===== src/rtl/lsu_pkg.sv =====
// Shared types and helpers for the load/store unit: FSM states, RV64 funct3
// codes, size-to-strobe table and operand legality checks.
package lsu_pkg;

  typedef enum logic [1:0] {
    IDLE     = 2'd0,
    REQ      = 2'd1,
    WAIT_RSP = 2'd2,
    DONE     = 2'd3
  } lsu_state_e;

  localparam logic [2:0] F3_B  = 3'b000;
  localparam logic [2:0] F3_H  = 3'b001;
  localparam logic [2:0] F3_W  = 3'b010;
  localparam logic [2:0] F3_D  = 3'b011;
  localparam logic [2:0] F3_BU = 3'b100;
  localparam logic [2:0] F3_HU = 3'b101;
  localparam logic [2:0] F3_WU = 3'b110;

  // Byte-enable pattern for an access at offset 0; funct3[1:0] encodes size.
  function automatic logic [7:0] size_strb(input logic [1:0] sz);
    logic [7:0] s;
    case (sz)
      2'd0:    s = 8'h01;
      2'd1:    s = 8'h03;
      2'd2:    s = 8'h0F;
      default: s = 8'hFF;
    endcase
    return s;
  endfunction

  function automatic logic f3_illegal(input logic is_store, input logic [2:0] f3);
    return is_store ? f3[2] : (f3 == 3'b111);
  endfunction

  function automatic logic misaligned(input logic [1:0] sz, input logic [2:0] off);
    logic m;
    case (sz)
      2'd1:    m = off[0];
      2'd2:    m = |off[1:0];
      2'd3:    m = |off;
      default: m = 1'b0;
    endcase
    return m;
  endfunction

endpackage


===== src/rtl/lsu_load_align.sv =====
// Combinational load data path: selects the addressed bytes of a doubleword
// and sign/zero-extends them according to funct3.
module lsu_load_align
  import lsu_pkg::*;
#(
  parameter int XLEN = 64
) (
  input  logic [XLEN-1:0] rdata,
  input  logic [2:0]      offset,
  input  logic [2:0]      funct3,
  output logic [XLEN-1:0] data
);

  logic [XLEN-1:0] sh;

  always_comb begin
    sh   = rdata >> {offset, 3'b000};
    data = sh;
    case (funct3)
      F3_B:    data = {{(XLEN-8){sh[7]}}, sh[7:0]};
      F3_H:    data = {{(XLEN-16){sh[15]}}, sh[15:0]};
      F3_W:    data = {{(XLEN-32){sh[31]}}, sh[31:0]};
      F3_D:    data = sh;
      F3_BU:   data = {{(XLEN-8){1'b0}}, sh[7:0]};
      F3_HU:   data = {{(XLEN-16){1'b0}}, sh[15:0]};
      F3_WU:   data = {{(XLEN-32){1'b0}}, sh[31:0]};
      default: data = sh;
    endcase
  end

endmodule


===== src/rtl/lsu_mem_initiator.sv =====
// Load/store unit memory initiator: one valid/ready request per core memory op,
// valid-only response, extended load data back to the core.
// Optional response watchdog enabled by defining LSU_TIMEOUT_EN.
module lsu_mem_initiator
  import lsu_pkg::*;
#(
  parameter int XLEN           = 64,
  parameter int TIMEOUT_CYCLES = 255
) (
  input  logic            clk,
  input  logic            reset,
  input  logic            memread,
  input  logic            memwrite,
  input  logic [2:0]      funct3,
  input  logic [XLEN-1:0] alu_result,
  input  logic [XLEN-1:0] rs2,
  output logic            busy,
  output logic            done,
  output logic [XLEN-1:0] load_data,
  output logic            fault_misaligned,
  output logic            fault_illegal,
  output logic            fault_timeout,
  output logic            mem_req_valid,
  input  logic            mem_req_ready,
  output logic [XLEN-1:0] mem_addr,
  output logic            mem_we,
  output logic [XLEN-1:0] mem_wdata,
  output logic [7:0]      mem_wstrb,
  input  logic            mem_rsp_valid,
  input  logic [XLEN-1:0] mem_rdata
);

  lsu_state_e      state_q, state_d;
  logic [XLEN-1:0] addr_q, addr_d;
  logic [XLEN-1:0] wdata_q, wdata_d;
  logic [XLEN-1:0] load_data_q, load_data_d;
  logic [2:0]      f3_q, f3_d;
  logic            we_q, we_d;
  logic            busy_q, busy_d;
  logic            done_q, done_d;
  logic            req_vld_q, req_vld_d;
  logic            mis_q, mis_d;
  logic            ill_q, ill_d;
  logic            expired;
  logic [XLEN-1:0] aligned;

`ifdef LSU_TIMEOUT_EN
  localparam int CNT_W = ($clog2(TIMEOUT_CYCLES + 1) > 8) ? $clog2(TIMEOUT_CYCLES + 1) : 8;
  logic [CNT_W-1:0] cnt_q, cnt_d;
  logic             to_q, to_d;
`else
  logic unused_cfg;
  assign unused_cfg = (TIMEOUT_CYCLES == 0);
`endif

  lsu_load_align #(.XLEN(XLEN)) u_align (
    .rdata  (mem_rdata),
    .offset (addr_q[2:0]),
    .funct3 (f3_q),
    .data   (aligned)
  );

  always_comb begin
    state_d     = state_q;
    addr_d      = addr_q;
    wdata_d     = wdata_q;
    f3_d        = f3_q;
    we_d        = we_q;
    load_data_d = load_data_q;
    mis_d       = 1'b0;
    ill_d       = 1'b0;
    expired     = 1'b0;
`ifdef LSU_TIMEOUT_EN
    to_d  = 1'b0;
    cnt_d = cnt_q;
    if (state_q == REQ || state_q == WAIT_RSP) begin
      cnt_d   = cnt_q + 1'b1;
      expired = (cnt_q == CNT_W'(TIMEOUT_CYCLES - 1));
    end
`endif
    case (state_q)
      IDLE: begin
        if (memread | memwrite) begin
          addr_d  = alu_result;
          wdata_d = rs2;
          f3_d    = funct3;
          we_d    = memwrite;
          if (f3_illegal(memwrite, funct3)) begin
            state_d = DONE;
            ill_d   = 1'b1;
          end else if (misaligned(funct3[1:0], alu_result[2:0])) begin
            state_d = DONE;
            mis_d   = 1'b1;
          end else begin
            state_d = REQ;
`ifdef LSU_TIMEOUT_EN
            cnt_d   = '0;
`endif
          end
        end
      end
      REQ: begin
        if (expired) begin
          state_d = DONE;
`ifdef LSU_TIMEOUT_EN
          to_d    = 1'b1;
`endif
        end else if (req_vld_q && mem_req_ready) begin
          state_d = WAIT_RSP;
        end
      end
      WAIT_RSP: begin
        if (expired) begin
          state_d = DONE;
`ifdef LSU_TIMEOUT_EN
          to_d    = 1'b1;
`endif
        end else if (mem_rsp_valid) begin
          state_d = DONE;
          if (!we_q) load_data_d = aligned;
        end
      end
      DONE:    state_d = IDLE;
      default: state_d = IDLE;
    endcase
    // Status outputs are registered off the next state so they line up with it.
    busy_d    = (state_d != IDLE);
    done_d    = (state_d == DONE);
    req_vld_d = (state_d == REQ);
  end

  always_ff @(posedge clk) begin
    if (reset) begin
      state_q     <= IDLE;
      addr_q      <= '0;
      wdata_q     <= '0;
      f3_q        <= '0;
      we_q        <= 1'b0;
      load_data_q <= '0;
      busy_q      <= 1'b0;
      done_q      <= 1'b0;
      req_vld_q   <= 1'b0;
      mis_q       <= 1'b0;
      ill_q       <= 1'b0;
`ifdef LSU_TIMEOUT_EN
      cnt_q       <= '0;
      to_q        <= 1'b0;
`endif
    end else begin
      state_q     <= state_d;
      addr_q      <= addr_d;
      wdata_q     <= wdata_d;
      f3_q        <= f3_d;
      we_q        <= we_d;
      load_data_q <= load_data_d;
      busy_q      <= busy_d;
      done_q      <= done_d;
      req_vld_q   <= req_vld_d;
      mis_q       <= mis_d;
      ill_q       <= ill_d;
`ifdef LSU_TIMEOUT_EN
      cnt_q       <= cnt_d;
      to_q        <= to_d;
`endif
    end
  end

  assign busy             = busy_q;
  assign done             = done_q;
  assign load_data        = load_data_q;
  assign fault_misaligned = mis_q;
  assign fault_illegal    = ill_q;
`ifdef LSU_TIMEOUT_EN
  assign fault_timeout    = to_q;
`else
  assign fault_timeout    = 1'b0;
`endif

  // Request fields are only driven while the request is outstanding.
  assign mem_req_valid = req_vld_q;
  assign mem_addr      = req_vld_q ? {addr_q[XLEN-1:3], 3'b000} : '0;
  assign mem_we        = req_vld_q & we_q;
  assign mem_wdata     = req_vld_q ? (wdata_q << {addr_q[2:0], 3'b000}) : '0;
  assign mem_wstrb     = (req_vld_q & we_q) ? (size_strb(f3_q[1:0]) << addr_q[2:0]) : 8'h00;

endmodule


===== config.mk =====
export PLATFORM = sky130hd
export DESIGN_NAME = lsu_mem_initiator
export DESIGN_NICKNAME = d
export VERILOG_FILES = /design/src/rtl/lsu_pkg.sv /design/src/rtl/lsu_load_align.sv /design/src/rtl/lsu_mem_initiator.sv
export SDC_FILE = /design/constraint.sdc
export NUM_CORES = 1
export LEC_CHECK = 0
export ABC_CLOCK_PERIOD_IN_PS = 2670
export BUFFER_PORTS_ARGS = -buffer_cell sky130_fd_sc_hd__buf_2
export CAP_MARGIN = 40
export CORE_AREA = 2 2 159 161
export CTS_CLUSTER_DIAMETER = 200
export DETAILED_ROUTE_END_ITERATION = 10
export DIE_AREA = 0 0 161 163
export PLACE_DENSITY = 0.75
export SLEW_MARGIN = 20
export SYNTH_ARGS = -nofsm -noshare
export SYNTH_HDL_FRONTEND = slang
export SYNTH_SLANG_ARGS = --single-unit

===== constraint.sdc =====
create_clock -name clk -period 2.67 [get_ports clk]
set_input_delay 0.267 -clock clk [delete_from_list [all_inputs] [get_ports clk]]
set_output_delay 0.267 -clock clk [all_outputs]
set_load 0.01 [all_outputs]

==> results of run 1 <==
[metrics by stage]
stage / worst slack (ns) / cells
floorplan: 0.335 / 1432
global placement: 0.511 / 2064
detailed placement: 0.404 / 2064
CTS: 0.0623 / 2203
global route: 0.0225 / 2209
finish: 0.0791 / 2210
[worst min-delay path by stage]
| stage | from | to | slack, ns | depth (start not counted) |
|---|---|---|---|---|
| floorplan | mem_rdata[62] | load_data[62] | 0.40 | 2 |
| global placement | addr_q[44] | addr_q[44] | 0.44 | 2 |
| detailed placement | addr_q[3] | addr_q[3] | 0.44 | 2 |
| CTS | rs2[39] | wdata_q[39] | 0.001 | 3 |
| global route | rs2[39] | wdata_q[39] | 0.006 | 3 |
| finish | rs2[48] | wdata_q[48] | 0.02 | 3 |
[sequential cells by signal (all words and copies together) (netlist names)]
register / cells
addr_q: 64
load_data: 64
wdata_q: 64
f3_q: 3
state_q: 2
busy: 1
done: 1
fault_illegal: 1
fault_misaligned: 1
mem_req_valid: 1
we_q: 1
[cell families after synthesis]
| family | count (synthesis) |
|---|---|
| DFF | 203 |
| buffers and inverters | 144 |
| and+or+nand+nor | 564 |
| muxes | 146 |
| AOI/OAI and AO/OA | 371 |
| other | 1 |
[per-layer routing]
layer  up-vias  global-route usage, %
met3       124                   6.32
met5         -                      0
met1      5822                   39.7
met4         0                   12.8
li1       5797                      -
met2       722                   49.9
[final cells by class]
type | count | area share, %
tap | 330 | 2.70
clock buffer | 30 | 4.13
antenna | 6 | 0.0981
multi-input combinational | 1085 | 43.6
clock inverter | 11 | 0.736
sequential | 203 | 26.6
timing repair buffer | 537 | 21.9
inverter | 8 | 0.196
[cells in the mapped netlist (10+ instances only)]
master,instances,share of area (%)
a22o_1,10,0.77
buf_2,25,1.1
mux2_2,19,1.9
o21ai_0,77,3.4
buf_4,10,0.66
a31oi_1,18,0.99
and3_1,12,0.66
mux2i_1,88,7.8
clkbuf_1,86,2.8
nand2_1,327,11
nor2b_1,46,2.5
and2_1,80,4.4
nor3_1,18,0.79
dfxtp_1,203,36
nor2_1,62,2.1
a21oi_1,204,9.0
a211oi_1,32,2.1
mux4_2,39,7.7
buf_1,10,0.33
[critical path, cell delays in order, from the launching register on]
cell and delay (ns):
dfxtp_4 0.39, buf_12 0.28, clkinv_1 0.38, nand2_1 0.41, nor2_1 0.15, buf_2 0.17
[power by group through the flow]
| stage | Sequential, mW | Combinational, mW | Clock [mW] |
|---|---|---|---|
| 2_1_floorplan | 3.64 | 1.90 | 0 |
| 5_1_grt | 3.72 | 3.23 | 3.33 |
| 4_1_cts | 3.67 | 2.91 | 3.22 |
| 3_3_place_gp | 3.72 | 2.74 | 0 |
| 3_5_place_dp | 3.74 | 2.78 | 0 |
| 6_report | 3.68 | 2.97 | 3.15 |
[repair_timing]
item / in CTS / in global routing
setup endpoints to repair: 0 / 15
buffers inserted: 0 / 1
hold endpoints to repair: 98 / 0
hold buffers: 98 / 0
gates resized for setup: 0 / 1
==> results_dict.tcl, run 1 <==
set metrics [dict create \
    status "complete, no violations" \
    antenna_found_initial 6 \
    r2r_cells 6 \
    syn2layout_area_growth_pct 34.9 \
    fp.coreArea_um2 24700 \
    ys_async_sr_fraction_pct 0 \
    dr.pass1.iters 5 \
    highest_layer "met4" \
    grt_setup_unrepaired "no" \
    synth_flop_cell "dfxtp_1" \
    yosys_warnings 0 \
    drv_cap 0 \
    cts_max_path_buffers 3 \
    syn_inst 1429 \
    finalHoldViolations 0 \
    drtIter0Drc 1317 \
    hp-class "input pin to flop" \
    root_buffer "clkbuf_16" \
    dpl_cell_area_um2 13600 \
    crit_path_end_kind "primary output" \
    ys_seq_area_share_pct 35.8 \
    grt_max_degree 145 \
    cts_made_buffers 23 \
    finalSetupViolations 0 \
    met1Wirelength_mm 17.0 \
    ioPinCount 408 \
    worstMarginPinSlew_ns 0.734 \
    power_mw 9.80 \
    syn_area_per_cell_um2 7.94 \
    via_per_inst 5.64 \
    ir_drop_mv 0.460 \
    power_density_nw_per_um2 640 \
    route.detailed.drc 0 \
    max_freq_mhz 386 \
    fin_tns_setup_ns 0 \
    insertion_delay_ns 0.51 \
    fillers 2103 \
    grt_pass1_vias 11712 \
    synthesis.area_um2 11300 \
    synthSimpleGateAreaFrac_pct 22.5 \
    critPathKind "flop to primary output" \
    ys_ff_latch 203 \
    cp-endpoint "mem_wdata[15]" \
    wl_per_cell_um 19.3 \
    p_leak_nw 6.64 \
    place_congestion 1.01 \
    switchingPower_mw 3.33 \
    synth.area.mux_share_pct 17.4 \
    wl_mm 42.6 \
    start_kind "flop" \
    num_vias 12465 \
    hold_slack_ns 0.0205 \
    seqPwrFrac_pct 37.6 \
    initial_core_util_pct 46.0 \
    r2r_slack_ns 0.33 \
    gr-usage-all-layers_pct 30.6 \
    row_count 58 \
    slew_violations 0 \
    combinationalPowerShare_pct 30.3 \
    htree_levels 1 \
    layout_commonest_cell "buf_2" \
    yosysUniqueCellTypes 44 \
    synth_top_family_by_area "simple AND/OR/NAND/NOR gates" \
    dieArea_um2 26200 \
    required_ns 2.40 \
    hpwl_mm 29.2 \
    grt_first_pass_wirelength_mm 64.1 \
    fin_worst_skew_ns 0.0115 \
    synthAdderAreaFrac_pct 0 \
    antenna_left 0 \
    drive_gt1_share_pct 29.2 \
    path_max_fanout 60 \
    layout.nets 2059 \
    min_period_over_period_pct 97.0 \
    p_sw_share_pct 33.9 \
    clk_pin_slew_ns 0.06 \
    max_slew_margin_pct 51.1 \
    internal-power_mw 6.48 \
    multi_input_area_um2 6680 \
    cts.sinks 203 \
    pwr-share-clk_pct 32.1 \
    worstReg2RegStart "addr_q[2]" \
    arrival_ns 2.32 \
    rr_endpoint "load_data[25]" \
    wl_met3_mm 3.98 \
    wl_met2_mm 19.8 \
    cts_tree "built" \
    final_util_pct 62.0 \
    crit_start "addr_q[1]" \
    synth_compound_gate_area_share_pct 18.6 \
    die_h_um 163 \
    final_area_um2 15300 \
    final_cell_mix "buf_2 (402), nand2_1 (327), a21oi_1 (204)" \
    seq_area_um2 4080 \
    grt.overflow.total 0 \
    die_w_um 161 \
    synth_edf_count 0 \
    port_buffers 403 \
    yosys.area_share.xor_xnor_pct 0 \
    finalCriticalPeriod_ns 2.59 \
]
Power figures use the tool's default switching activity.
==> run 2, diff against run 1 <==
--- a/config.mk
+++ b/config.mk
@@ -8,11 +8,12 @@
 export ABC_CLOCK_PERIOD_IN_PS = 2670
 export BUFFER_PORTS_ARGS = -buffer_cell sky130_fd_sc_hd__buf_2
 export CAP_MARGIN = 40
-export CORE_AREA = 2 2 159 161
+export CELL_PAD_IN_SITES_DETAIL_PLACEMENT = 0
+export CELL_PAD_IN_SITES_GLOBAL_PLACEMENT = 1
+export CORE_UTILIZATION = 36
 export CTS_CLUSTER_DIAMETER = 200
 export DETAILED_ROUTE_END_ITERATION = 10
-export DIE_AREA = 0 0 161 163
-export PLACE_DENSITY = 0.75
+export PLACE_DENSITY_LB_ADDON = 0.1
 export SLEW_MARGIN = 20
 export SYNTH_ARGS = -nofsm -noshare
 export SYNTH_HDL_FRONTEND = slang
==> run 2 against run 1 <==
- the run now ends with DRC left
- sequential share of layout area is 0.72 points lower
- critical path depth is 2 higher
- count of clock-buffer cells in the layout is 2 higher
- wire length is 6.3% higher
- global-route usage is 3.4 points lower
- final cell count is 3.9% higher
- combinational power is 1% higher
- fmax is 0.29% higher
- worst hold slack worse by 0.0055 ns
- non-clock buffer count is 24 higher
- largest power group unchanged
==> results_dict.tcl, run 2 (same netlist as run 1, synthesis figures left out) <==
set metrics [dict create \
    insertion_delay_ns 0.52 \
    status "complete, but fails checks" \
    worstMarginPinSlew_ns 0.775 \
    power_density_nw_per_um2 650 \
    final_cells 2296 \
    wl_mm 45.3 \
    hp-class "input pin to flop" \
    grt_max_degree 112 \
    final_area_um2 15700 \
    violations "DRC" \
    fp.coreArea_um2 30800 \
    min_period_over_period_pct 96.8 \
    required_ns 2.40 \
    grt_setup_unrepaired "no" \
    drive_gt1_share_pct 29.3 \
    final_util_pct 51.0 \
    p_leak_nw 6.79 \
    port_buffers 403 \
    grt.overflow.total 0 \
    antenna_left 0 \
    row_count 64 \
    grt_first_pass_wirelength_mm 69.1 \
    cts_tree "built" \
    layout_commonest_cell "buf_2" \
    fin_tns_setup_ns 0 \
    place_congestion 0.906 \
    finalHoldViolations 0 \
    num_vias 12157 \
    gr-usage-all-layers_pct 27.2 \
    initial_core_util_pct 36.8 \
    arrival_ns 2.32 \
    layout.nets 2085 \
    antenna_found_initial 2 \
    crit_path_end_kind "primary output" \
    dpl_cell_area_um2 13700 \
    cts_made_buffers 25 \
    max_freq_mhz 387 \
    grt_pass1_vias 11724 \
    cts.sinks 203 \
    slew_violations 0 \
    die_h_um 180 \
    die_w_um 180 \
    cts_max_path_buffers 3 \
    fillers 3098 \
    finalCriticalPeriod_ns 2.58 \
    hpwl_mm 31.9 \
    clk_pin_slew_ns 0.06 \
    placedCellCount 2131 \
    via_per_inst 5.29 \
    path_max_fanout 17 \
    drtIter0Drc 1001 \
    syn2layout_area_growth_pct 38.6 \
    fin_worst_skew_ns 0.00705 \
    route.detailed.drc 28 \
    start_kind "flop" \
    drv_cap 0 \
    htree_levels 1 \
    max_slew_margin_pct 48.3 \
    dieArea_um2 32200 \
    finalSetupViolations 0 \
    final_cell_mix "buf_2 (402), nand2_1 (327), a21oi_1 (204)" \
    critPathKind "flop to primary output" \
    root_buffer "clkbuf_16" \
    ioPinCount 408 \
    wl_per_cell_um 19.7 \
    ir_drop_mv 0.480 \
    dr.pass1.iters 10 \
]
[run 2: cell types whose count changed in the layout (fill, tap and decap cells not counted), moves of 3 or more]
cell           before  now
dlygate4sd3_1      98  115
buf_4              30   35
clkinv_2            6    1
diode_2             6    2
clkbuf_16          23   26
[run 2: final cells by class]
cell class	instances	area, um2	area share [%]
clock buffer	32	703	4.47
antenna	2	5.00	0.0318
inverter	8	30.0	0.191
clock inverter	9	139	0.883
tap	396	495	3.15
timing repair buffer	561	3590	22.8
multi-input combinational	1085	6690	42.5
sequential	203	4080	25.9
[run 2: power breakdown]
part	internal, mW	leakage [nW]	switching (mW)
registers	3.38	1.67	0.319
logic	1.26	4.72	1.75
clock network	2.14	0.407	1.37
[run 2: per-stage QoR]
stage / power (mW) / setup WS (ns) / hold WS [ns]
2_1_floorplan: 5.54 / 0.335 / 0.401
3_3_place_gp: 6.57 / 0.449 / 0.437
3_5_place_dp: 6.59 / 0.445 / 0.442
4_1_cts: 10.3 / 0.0122 / 0.000159
5_1_grt: 10.7 / 0.0143 / 0.0208
6_report: 10.2 / 0.0865 / 0.0149
[run 2: worst max-delay path, cell delays in order (launching register included)]
cell	delay [ns]
dfxtp_4	0.51
buf_4	0.24
mux2_2	0.36
nor2_1	0.09
a21oi_1	0.06
mux2i_1	0.30
nor2b_1	0.09
buf_2	0.15
[run 2: worst paths after layout]
check | cells after the start | slack (ns) | from | end
max reg2reg | 6 | 0.49 | addr_q[1] | load_data[10]
min reg2reg | 2 | 0.45 | addr_q[13] | addr_q[13]
min | 3 | 0.01 | alu_result[14] | addr_q[14]
max | 7 | 0.09 | addr_q[0] | mem_wdata[56]
[run 2: routing by layer]
layer / vias up / GRT usage, % / routed length, um
met5: - / 0 / 0
met4: 0 / 9.45 / 1490
met3: 79 / 4.68 / 3410
met2: 512 / 43.6 / 20200
met1: 5729 / 36.8 / 20100
li1: 5837 / - / -
[run 2: repair_timing]
action | 4_1_cts | 5_1_grt
gates resized for setup | 2 | 3
hold endpoints to repair | 115 | 0
setup endpoints to repair | 18 | 11
hold buffers | 115 | 0
setup buffers | 1 | 6
==> run 3, diff against run 2 <==
--- a/config.mk
+++ b/config.mk
@@ -10,11 +10,12 @@
 export CAP_MARGIN = 40
 export CELL_PAD_IN_SITES_DETAIL_PLACEMENT = 0
 export CELL_PAD_IN_SITES_GLOBAL_PLACEMENT = 1
-export CORE_UTILIZATION = 36
+export CORE_UTILIZATION = 37
 export CTS_CLUSTER_DIAMETER = 200
 export DETAILED_ROUTE_END_ITERATION = 10
 export PLACE_DENSITY_LB_ADDON = 0.1
 export SLEW_MARGIN = 20
 export SYNTH_ARGS = -nofsm -noshare
 export SYNTH_HDL_FRONTEND = slang
+export SYNTH_HIERARCHICAL = 1
 export SYNTH_SLANG_ARGS = --single-unit
==> run 3 against run 2 <==
- the run now ends clean
- count of clock-buffer cells in the layout is 6 higher
- area after synthesis increased by 6.4%
- register-to-register slack got worse by 0.17 ns
- critical path type unchanged
- largest cell class unchanged
- highest routed layer unchanged
==> results_dict.tcl, run 3 <==
set metrics [dict create \
    status "complete, no violations" \
    hold_slack_ns 0.0100 \
    antenna_left 0 \
    drtIter0Drc 973 \
    grt_max_degree 88 \
    ys_ff_latch 203 \
    htree_levels 1 \
    yosysTopAreaCellShare_pct 33.7 \
    gr-usage-all-layers_pct 27.4 \
    slew_violations 0 \
    placedCellCount 2266 \
    fin_tns_setup_ns 0 \
    ir_drop_mv 0.475 \
    ys_seq_area_share_pct 33.7 \
    grt_setup_unrepaired "no" \
    ys_async_sr_fraction_pct 0 \
    dr.pass1.iters 5 \
    yosysMostFrequentCell "nand2_1" \
    dpl_cell_area_um2 14300 \
    place_congestion 0.903 \
    die_h_um 183 \
    clk_pin_slew_ns 0.06 \
    via_per_inst 5.27 \
    syn_area_per_cell_um2 7.88 \
    max_slew_margin_pct 48.1 \
    path_max_fanout 78 \
    synthesis.area_um2 12100 \
    grt.overflow.total 0 \
    final_cells 2441 \
    hpwl_mm 33.3 \
    yosysUniqueCellTypes 58 \
    arrival_ns 2.28 \
    layout.nets 2187 \
    layout_commonest_cell "nand2_1" \
    synth_area_leaders "dfxtp_1 (34%), nand2_1 (14%), a21oi_1 (8.6%), mux4_2 (8.4%), mux2i_1 (6.4%)" \
    fin_worst_skew_ns 0.00877 \
    finalSetupViolations 0 \
    insertion_delay_ns 0.53 \
    final_cell_mix "nand2_1 (463), buf_2 (402), a21oi_1 (208)" \
    wl_met3_mm 3.60 \
    synth_flop_cell "dfxtp_1" \
    crit_path_end_kind "primary output" \
    syn_inst 1532 \
    yosysTopAreaCell "dfxtp_1" \
    synthTopCellsByCount "nand2_1 (463), a21oi_1 (208), dfxtp_1 (203)" \
    ioPinCount 408 \
    drv_cap 0 \
    cts_max_path_buffers 3 \
    synth_edf_count 0 \
    finalHoldViolations 0 \
    power_mw 10.3 \
    row_count 65 \
    met1Wirelength_mm 20.0 \
    power_density_nw_per_um2 626 \
    dieArea_um2 33400 \
    initial_core_util_pct 38.0 \
    wl_met2_mm 22.6 \
    grt_pass1_vias 12134 \
    syn2layout_area_growth_pct 36.3 \
    cts_tree "built" \
    p_leak_nw 7.12 \
    antenna_found_initial 1 \
    wl_per_cell_um 19.5 \
    cts.sinks 203 \
    required_ns 2.40 \
    worstMarginPinSlew_ns 0.778 \
    finalCriticalPeriod_ns 2.54 \
    root_buffer "clkbuf_16" \
    start_kind "flop" \
    fp.coreArea_um2 31800 \
    highest_layer "met4" \
    max_freq_mhz 393 \
    port_buffers 403 \
    final_area_um2 16500 \
    num_vias 12863 \
    die_w_um 183 \
    wl_mm 47.6 \
    min_period_over_period_pct 95.3 \
    hp-class "input pin to flop" \
    yosys_warnings 6 \
    drive_gt1_share_pct 28.3 \
    grt_first_pass_wirelength_mm 71.0 \
    cts_made_buffers 25 \
    route.detailed.drc 0 \
    critPathKind "flop to primary output" \
]
run 3: cell count changes after synthesis, moves of 12 or more:
cell       before  now
clkbuf_1       86   59
nand3_1         1   13
nor2_1         62   38
a31oi_1        18    3
nand2_1       327  463
buf_2          25   49
nor3_1         18    6
a211oi_1       32    1
nand4_1         0   30
nor2b_1        46   20
o2bb2ai_1       0   17
o21ai_0        77   40
run 3: layer usage:
layer / up-vias / track usage, %
met4: 0 / 8.44
met1: 6159 / 35.9
li1: 6162 / -
met2: 470 / 45.8
met3: 72 / 4.75
met5: - / 0
run 3: report_power, final:
group	internal [mW]	total, mW	switching [mW]	leakage [nW]
clock	2.10	3.48	1.38	0.406
sequential	3.34	3.63	0.292	1.66
combinational	1.33	3.18	1.85	5.05
run 3: layout make-up:
cell class,instances,area (um2)
fill,3197,15300
inverter,14,52.6
timing repair buffer,572,3750
clock inverter,6,86.3
multi-input combinational,1170,7190
antenna,3,7.51
tap,435,544
clock buffer,38,744
sequential,203,4080
run 3: through the flow:
| stage | utilization, % | worst slack, ns |
|---|---|---|
| CTS | 51.5 | 0.00385 |
| floorplan | - | 0.627 |
| detailed placement | 45.0 | 0.397 |
| global placement | 45.0 | 0.199 |
| global route | 51.7 | 0.0239 |
| finish | 51.7 | 0.127 |
run 3: worst paths after layout:
kind	startpoint	end	slack (ns)	cells after the start
setup reg to reg	addr_q[1]	load_data[49]	0.32	6
hold reg to reg	addr_q[5]	addr_q[5]	0.45	2
setup / recovery	mem_req_valid	mem_wdata[59]	0.13	4
hold / removal	rs2[63]	wdata_q[63]	0.01	3
run 3: kinds of logic (layout without fill, tap and decap cells):
logic type / count (synthesis) / in the layout / share of synthesized area, %
AOI/OAI and AO/OA: 320 / 320 / 15.0
buffers and inverters: 162 / 630 / 7.06
DFF: 203 / 203 / 33.7
muxes: 145 / 145 / 18.2
other: 1 / 7 / 0.0311
and+or+nand+nor: 701 / 701 / 26.1
run 3: what timing repair did:
action | CTS | global route
hold buffers | 124 | 0
hold endpoints to repair | 124 | 0
endpoints found under the setup margin | 12 | 19
buffers inserted | 1 | 2
gates cloned | 0 | 1
resized for setup | 2 | 5
run 3: critical path: stages, from the launching register on:
cell      delay, ns
dfxtp_2        0.32
buf_4          0.18
buf_4          0.57
a21boi_0       0.39
buf_2          0.20
